--- src/rtl/sha3_pkg.sv ---
// Shared constants and state encoding for the SHA3-512 input stage.
package sha3_pkg;

  localparam int unsigned RATE_BITS       = 576;
  localparam int unsigned WORD_BITS       = 64;
  localparam int unsigned WORDS_PER_BLOCK = 9;
  localparam int unsigned BYTES_PER_WORD  = 8;
  localparam int unsigned COUNT_BITS      = 4;

  localparam logic [7:0] DOMAIN_PAD = 8'h06;
  localparam logic [7:0] FINAL_PAD  = 8'h80;

  typedef enum logic [1:0] {
    ST_IDLE = 2'd0,
    ST_FILL = 2'd1,
    ST_PAD  = 2'd2,
    ST_FULL = 2'd3
  } state_t;

endpackage

--- src/rtl/sha3_pad_word.sv ---
// Applies SHA3 padding to one 64-bit word: domain byte after the message
// bytes of the last word, and the final 0x80 bit on the ninth word of a block.
module sha3_pad_word
  import sha3_pkg::*;
(
  input  logic [WORD_BITS-1:0] in,
  input  logic [2:0]           byte_num,
  input  logic                 is_last,
  input  logic                 is_ninth,
  output logic [WORD_BITS-1:0] padded_c
);

  always_comb begin
    padded_c = in;
    if (is_last) begin
      for (int unsigned i = 0; i < BYTES_PER_WORD; i++) begin
        if (i == 32'(byte_num)) begin
          padded_c[8*i +: 8] = DOMAIN_PAD;
        end else if (i > 32'(byte_num)) begin
          padded_c[8*i +: 8] = 8'h00;
        end
      end
    end
    // The final bit lands on top of whatever byte 7 already holds (0x86 case).
    if (is_ninth) begin
      padded_c[WORD_BITS-1 -: 8] = padded_c[WORD_BITS-1 -: 8] | FINAL_PAD;
    end
  end

endmodule

--- src/rtl/sha3_padder.sv ---
// Message word stream to 576-bit padded rate blocks, handed to f_permutation
// through out/out_ready/f_ack.
module sha3_padder
  import sha3_pkg::*;
(
  input  logic                 clk,
  input  logic                 reset,
  input  logic [WORD_BITS-1:0] in,
  input  logic                 in_ready,
  input  logic                 is_last,
  input  logic [2:0]           byte_num,
  output logic                 buffer_full,
  output logic [RATE_BITS-1:0] out,
  output logic                 out_ready,
  input  logic                 f_ack
);

  localparam logic [COUNT_BITS-1:0] LAST_SLOT = COUNT_BITS'(WORDS_PER_BLOCK - 1);

  state_t                 state;
  logic [COUNT_BITS-1:0]  count;
  logic                   final_flag;

  logic                   pad_mode_c;
  logic                   filling_c;
  logic                   accept_c;
  logic [WORD_BITS-1:0]   word_src_c;
  logic                   word_last_c;
  logic                   word_ninth_c;
  logic [WORD_BITS-1:0]   padded_c;

  // PAD feeds zero words; the slot-8 word of a padded block carries the final bit.
  always_comb begin
    pad_mode_c   = (state == ST_PAD);
    filling_c    = (state == ST_IDLE) || (state == ST_FILL);
    accept_c     = filling_c && in_ready && !buffer_full;
    word_src_c   = pad_mode_c ? '0 : in;
    word_last_c  = !pad_mode_c && is_last;
    word_ninth_c = (count == LAST_SLOT) && (pad_mode_c || is_last);
  end

  sha3_pad_word u_pad_word (
    .in       (word_src_c),
    .byte_num (byte_num),
    .is_last  (word_last_c),
    .is_ninth (word_ninth_c),
    .padded_c (padded_c)
  );

  always_ff @(posedge clk or negedge reset) begin
    if (!reset) begin
      state       <= ST_IDLE;
      count       <= '0;
      final_flag  <= 1'b0;
      out         <= '0;
      out_ready   <= 1'b0;
      buffer_full <= 1'b0;
    end else begin
      case (state)
        ST_IDLE, ST_FILL: begin
          if (accept_c) begin
            out   <= {out[RATE_BITS-WORD_BITS-1:0], padded_c};
            count <= count + COUNT_BITS'(1);
            if (count == LAST_SLOT) begin
              state       <= ST_FULL;
              final_flag  <= is_last;
              out_ready   <= 1'b1;
              buffer_full <= 1'b1;
            end else if (is_last) begin
              state       <= ST_PAD;
              final_flag  <= 1'b1;
              buffer_full <= 1'b1;
            end else begin
              state <= ST_FILL;
            end
          end
        end

        ST_PAD: begin
          out   <= {out[RATE_BITS-WORD_BITS-1:0], padded_c};
          count <= count + COUNT_BITS'(1);
          if (count == LAST_SLOT) begin
            state     <= ST_FULL;
            out_ready <= 1'b1;
          end
        end

        ST_FULL: begin
          // Block consumed: clear and reopen; an input raised this cycle waits one more.
          if (f_ack) begin
            state       <= final_flag ? ST_IDLE : ST_FILL;
            final_flag  <= 1'b0;
            count       <= '0;
            out         <= '0;
            out_ready   <= 1'b0;
            buffer_full <= 1'b0;
          end
        end

        default: begin
          state <= ST_IDLE;
        end
      endcase
    end
  end

endmodule

--- config.mk ---
export PLATFORM = sky130hd
export DESIGN_NAME = sha3_padder
export DESIGN_NICKNAME = d
export VERILOG_FILES = /design/src/rtl/sha3_pkg.sv /design/src/rtl/sha3_pad_word.sv /design/src/rtl/sha3_padder.sv
export SDC_FILE = /design/constraint.sdc
export NUM_CORES = 1
export LEC_CHECK = 0
export BUFFER_PORTS_ARGS = -buffer_cell sky130_fd_sc_hd__buf_4
export CAP_MARGIN = 0
export CORE_AREA = 2 2 255 257
export CTS_CLUSTER_DIAMETER = 30
export DETAILED_ROUTE_END_ITERATION = 8
export DIE_AREA = 0 0 257 259
export SKIP_CTS_REPAIR_TIMING = 1
export SLEW_MARGIN = 10
export SYNTH_ARGS = -nofsm -noshare
export SYNTH_HDL_FRONTEND = slang
export SYNTH_SLANG_ARGS = --single-unit
--- constraint.sdc ---
create_clock -name clk -period 2.7 [get_ports clk]
set_input_delay 0.405 -clock clk [delete_from_list [all_inputs] [get_ports clk]]
set_output_delay 0.405 -clock clk [all_outputs]
set_load 0.02 [all_outputs]
==> metrics.txt <==
result of the run finished clean; area share of the largest cell type after synthesis between 60% and 70%; critical path start-end classification reg2reg; share of the synthesized netlist area taken by xor and xnor gates 0%; share of final-layout standard cells stronger than drive strength 1 between 40 and 50%; Root Buffer Master clkbuf_16; width of the chip between 200 and 300 um; Crit Reg-Reg Endpoint out[180]; post-synthesis compound-gate area fraction 24.3%; cell-by-cell listing of the critical path or3b_1 > nand2_8 > buf_4 > a22o_1; gate count after technology mapping 1401; Layout Skew approximately 0.038 ns; critical path arrival 2.75 ns; ANT nets after route 0; count of cell instances traversed by the critical path 4; half-perimeter wire length after detailed placement 51600 um; area inside the core boundary between 60000 and 70000 um2; depth of the worst register-to-register path 4; TritonCTS sink count 585; biggest area contributors in the synthesized netlist dfrtp_1 69%, a22o_1 23%, buf_6 3.0%; Yosys warning total 0; number of buffers added on ports around 650; Max Cap Viol 0; critical path startpoint category register; total DRC errors in the routed layout 0; number of buffers on the longest clock path 3; footprint of the multi-input gates around 5600 um2; All-Layer GR Usage 20.6%; register cell area after layout 14600 um2; number of pins with negative max-slew slack in the final report 0; starting utilization of the core area ~33%; worst min-delay path category in2reg; CTS Buf Count around 120; clock tree from TritonCTS done; Avg Cell Area, Syn approximately 15 um2; die area roughly 67000 um2; Synth Area in Adders 0.118%; setup TNS 0 ns; routability congestion estimate just under 0.9; final period utilization 80.8%; Pwr Total slightly below 50 mW; per-cell routed wire length roughly 23 um; number of antenna repair diodes 0; smallest hold slack 0.0150 ns; antenna violations before repair 2; Max H-tree Level 3; synthesis-to-layout area growth 48.6%; vias in the first global route around 16000; crit-path max cell delay approximately 0.56 ns; FF-to-FF setup slack around 0.52 ns; routed via count 16000; Worst-Margin Slew roughly 0.77 ns; post-layout instance area ~32000 um2; largest net degree at the start of global routing a little under 100; cell with the largest stage delay on the worst path or3b_1; worst hold path cell count 3; fill cell total of the finished layout roughly 5500; Die H 259 um; vias per cell 5.18; count of standard-cell rows 93; router iterations before antenna repair 5; share of synthesized area spent on multiplexers less than 1%; commonest cells after routing, fill and taps aside 673 x buf_4, 585 x dfrtp_1, 555 x a22o_1, 116 x clkbuf_16, 54 x dlygate4sd3_1; area share of and/or/nand/nor cells after synthesis under 10%; Hold Fails Final Rpt 0; placed instance area about 27000 um2; hold path start in[50]; Max-slew headroom 48.7%; worst supply voltage drop on vdd ~650 uV; end point of the most critical hold path out[50]; sequential-to-total area share from yosys stat between 60% and 70%; maximum clock frequency 458 MHz; number of library cell types mapped by synthesis 36; setup-violating endpoint count in the final report 0; Crit path max-delay family simple AND/OR/NAND/NOR gates; I/O pin count 650; type of element capturing the critical path register; Buffers & Inverters on Critical Path 1; cell taking the most area after synthesis dfrtp_1; Cell Area, Synth 21300 um2; Worst EP required between 3 and 4 ns; main combinational cell family by area after synthesis compound AO/OA/AOI/OAI gates; insertion delay to the later sink of the worst-skew pair roughly 0.66 ns; Clock Pin Slew Worst Setup and Hold Paths around 0.050 ns; most common cell after layout, fill and taps aside buf_4; Pleak around 16 nW; synthesized netlist net count approximately 1500; Final nets between 2000 and 2500; final wirelength 71700 um; first-pass GRT wire length ~110000 um; Critical R2R Launch state[1]; gr ovfl total 0; drt first-iter violations 1233; maximum fanout encountered on the critical timing path 35; RSZ-0062 raised after global routing false; Synth Register Bits around 600; Power per Cell Area between 1500 and 2000 nW/um2; final critical-path required period between 2 and 2.5 ns
## cells in the mapped netlist (all sizes together)
cell	n
ha	2
buf	114
mux2i	2
nor4b	1
or3b	2
a221o	2
nand3	4
o21a	1
and3	1
or3	2
nor4	1
nor2b	3
inv	4
nand2b	3
dfrtp	585
nand2	41
a21o	1
o21ai	24
clkbuf	15
nor2	11
and2b	1
nor3b	1
and2	1
mux2	1
nand3b	3
a22o	555
o22ai	1
a21oi	16
a31oi	3
## area by class of cell
| type | instances | share of cell area (%) |
|---|---|---|
| clock buffer | 148 | 10.3 |
| clock inverter | 71 | 2.94 |
| inverter | 4 | 0.0475 |
| multi-input combinational | 683 | 17.8 |
| sequential | 585 | 46.4 |
| tap | 855 | 3.39 |
| timing repair buffer | 750 | 19.2 |
## kinds of logic after synthesis
logic type / after synthesis
simple gates: 75
mux: 3
fa+ha+maj: 2
compound gates: 603
flops: 585
buf+inv: 133
## worst register-to-register path, delay by kind of cell, from the launching register on
family / cells / cell delay [ns]
simple gates: 2 / 0.89
compound gates: 1 / 0.23
buf+inv: 1 / 0.45
flops: 1 / 0.54
## state kept, by name, summed over array words and instances (netlist names)
signal / count
final_flag: 1
state: 2
out: 576
count: 4
buffer_full: 1
out_ready: 1
## stage by stage
| step | instances | setup WS, ns | util [%] |
|---|---|---|---|
| 3_5_place_dp | 2823 | 0.562 | 42.0 |
| 5_1_grt | 3096 | 0.440 | 49.4 |
| 3_3_place_gp | 2823 | 0.649 | 42.0 |
| 4_1_cts | 3042 | 0.518 | 48.6 |
| 2_1_floorplan | 1401 | 1.05 | - |
| 6_report | 3096 | 0.519 | 49.4 |
## worst max-delay path by stage
stage,startpoint,end,slack (ns)
5_1_grt,state[1],out[111],0.44
4_1_cts,state[1],out[180],0.52
2_1_floorplan,buffer_full,out[100],1.05
3_5_place_dp,state[1],out[182],0.56
6_report,state[1],out[180],0.52
3_3_place_gp,state[1],out[247],0.65
## metal layers
layer	global-route usage (%)	share of wire (%)	vias to the layer above	routed length, um
met3	4.61	5.4	166	3870
met4	8.56	4.0	0	2840
met5	0	0	-	0
li1	-	-	6977	-
met2	32.2	47	633	34100
met1	27.7	43	8253	31000
## power breakdown
part           internal [mW]  leakage, nW  total (mW)  switching (mW)
combinational           7.69         6.15        18.6            10.9
clock                   9.86         2.01        14.7            4.84
sequential              12.3         7.98        15.9            3.65
Note: power is estimated with default switching activity, not from simulation.
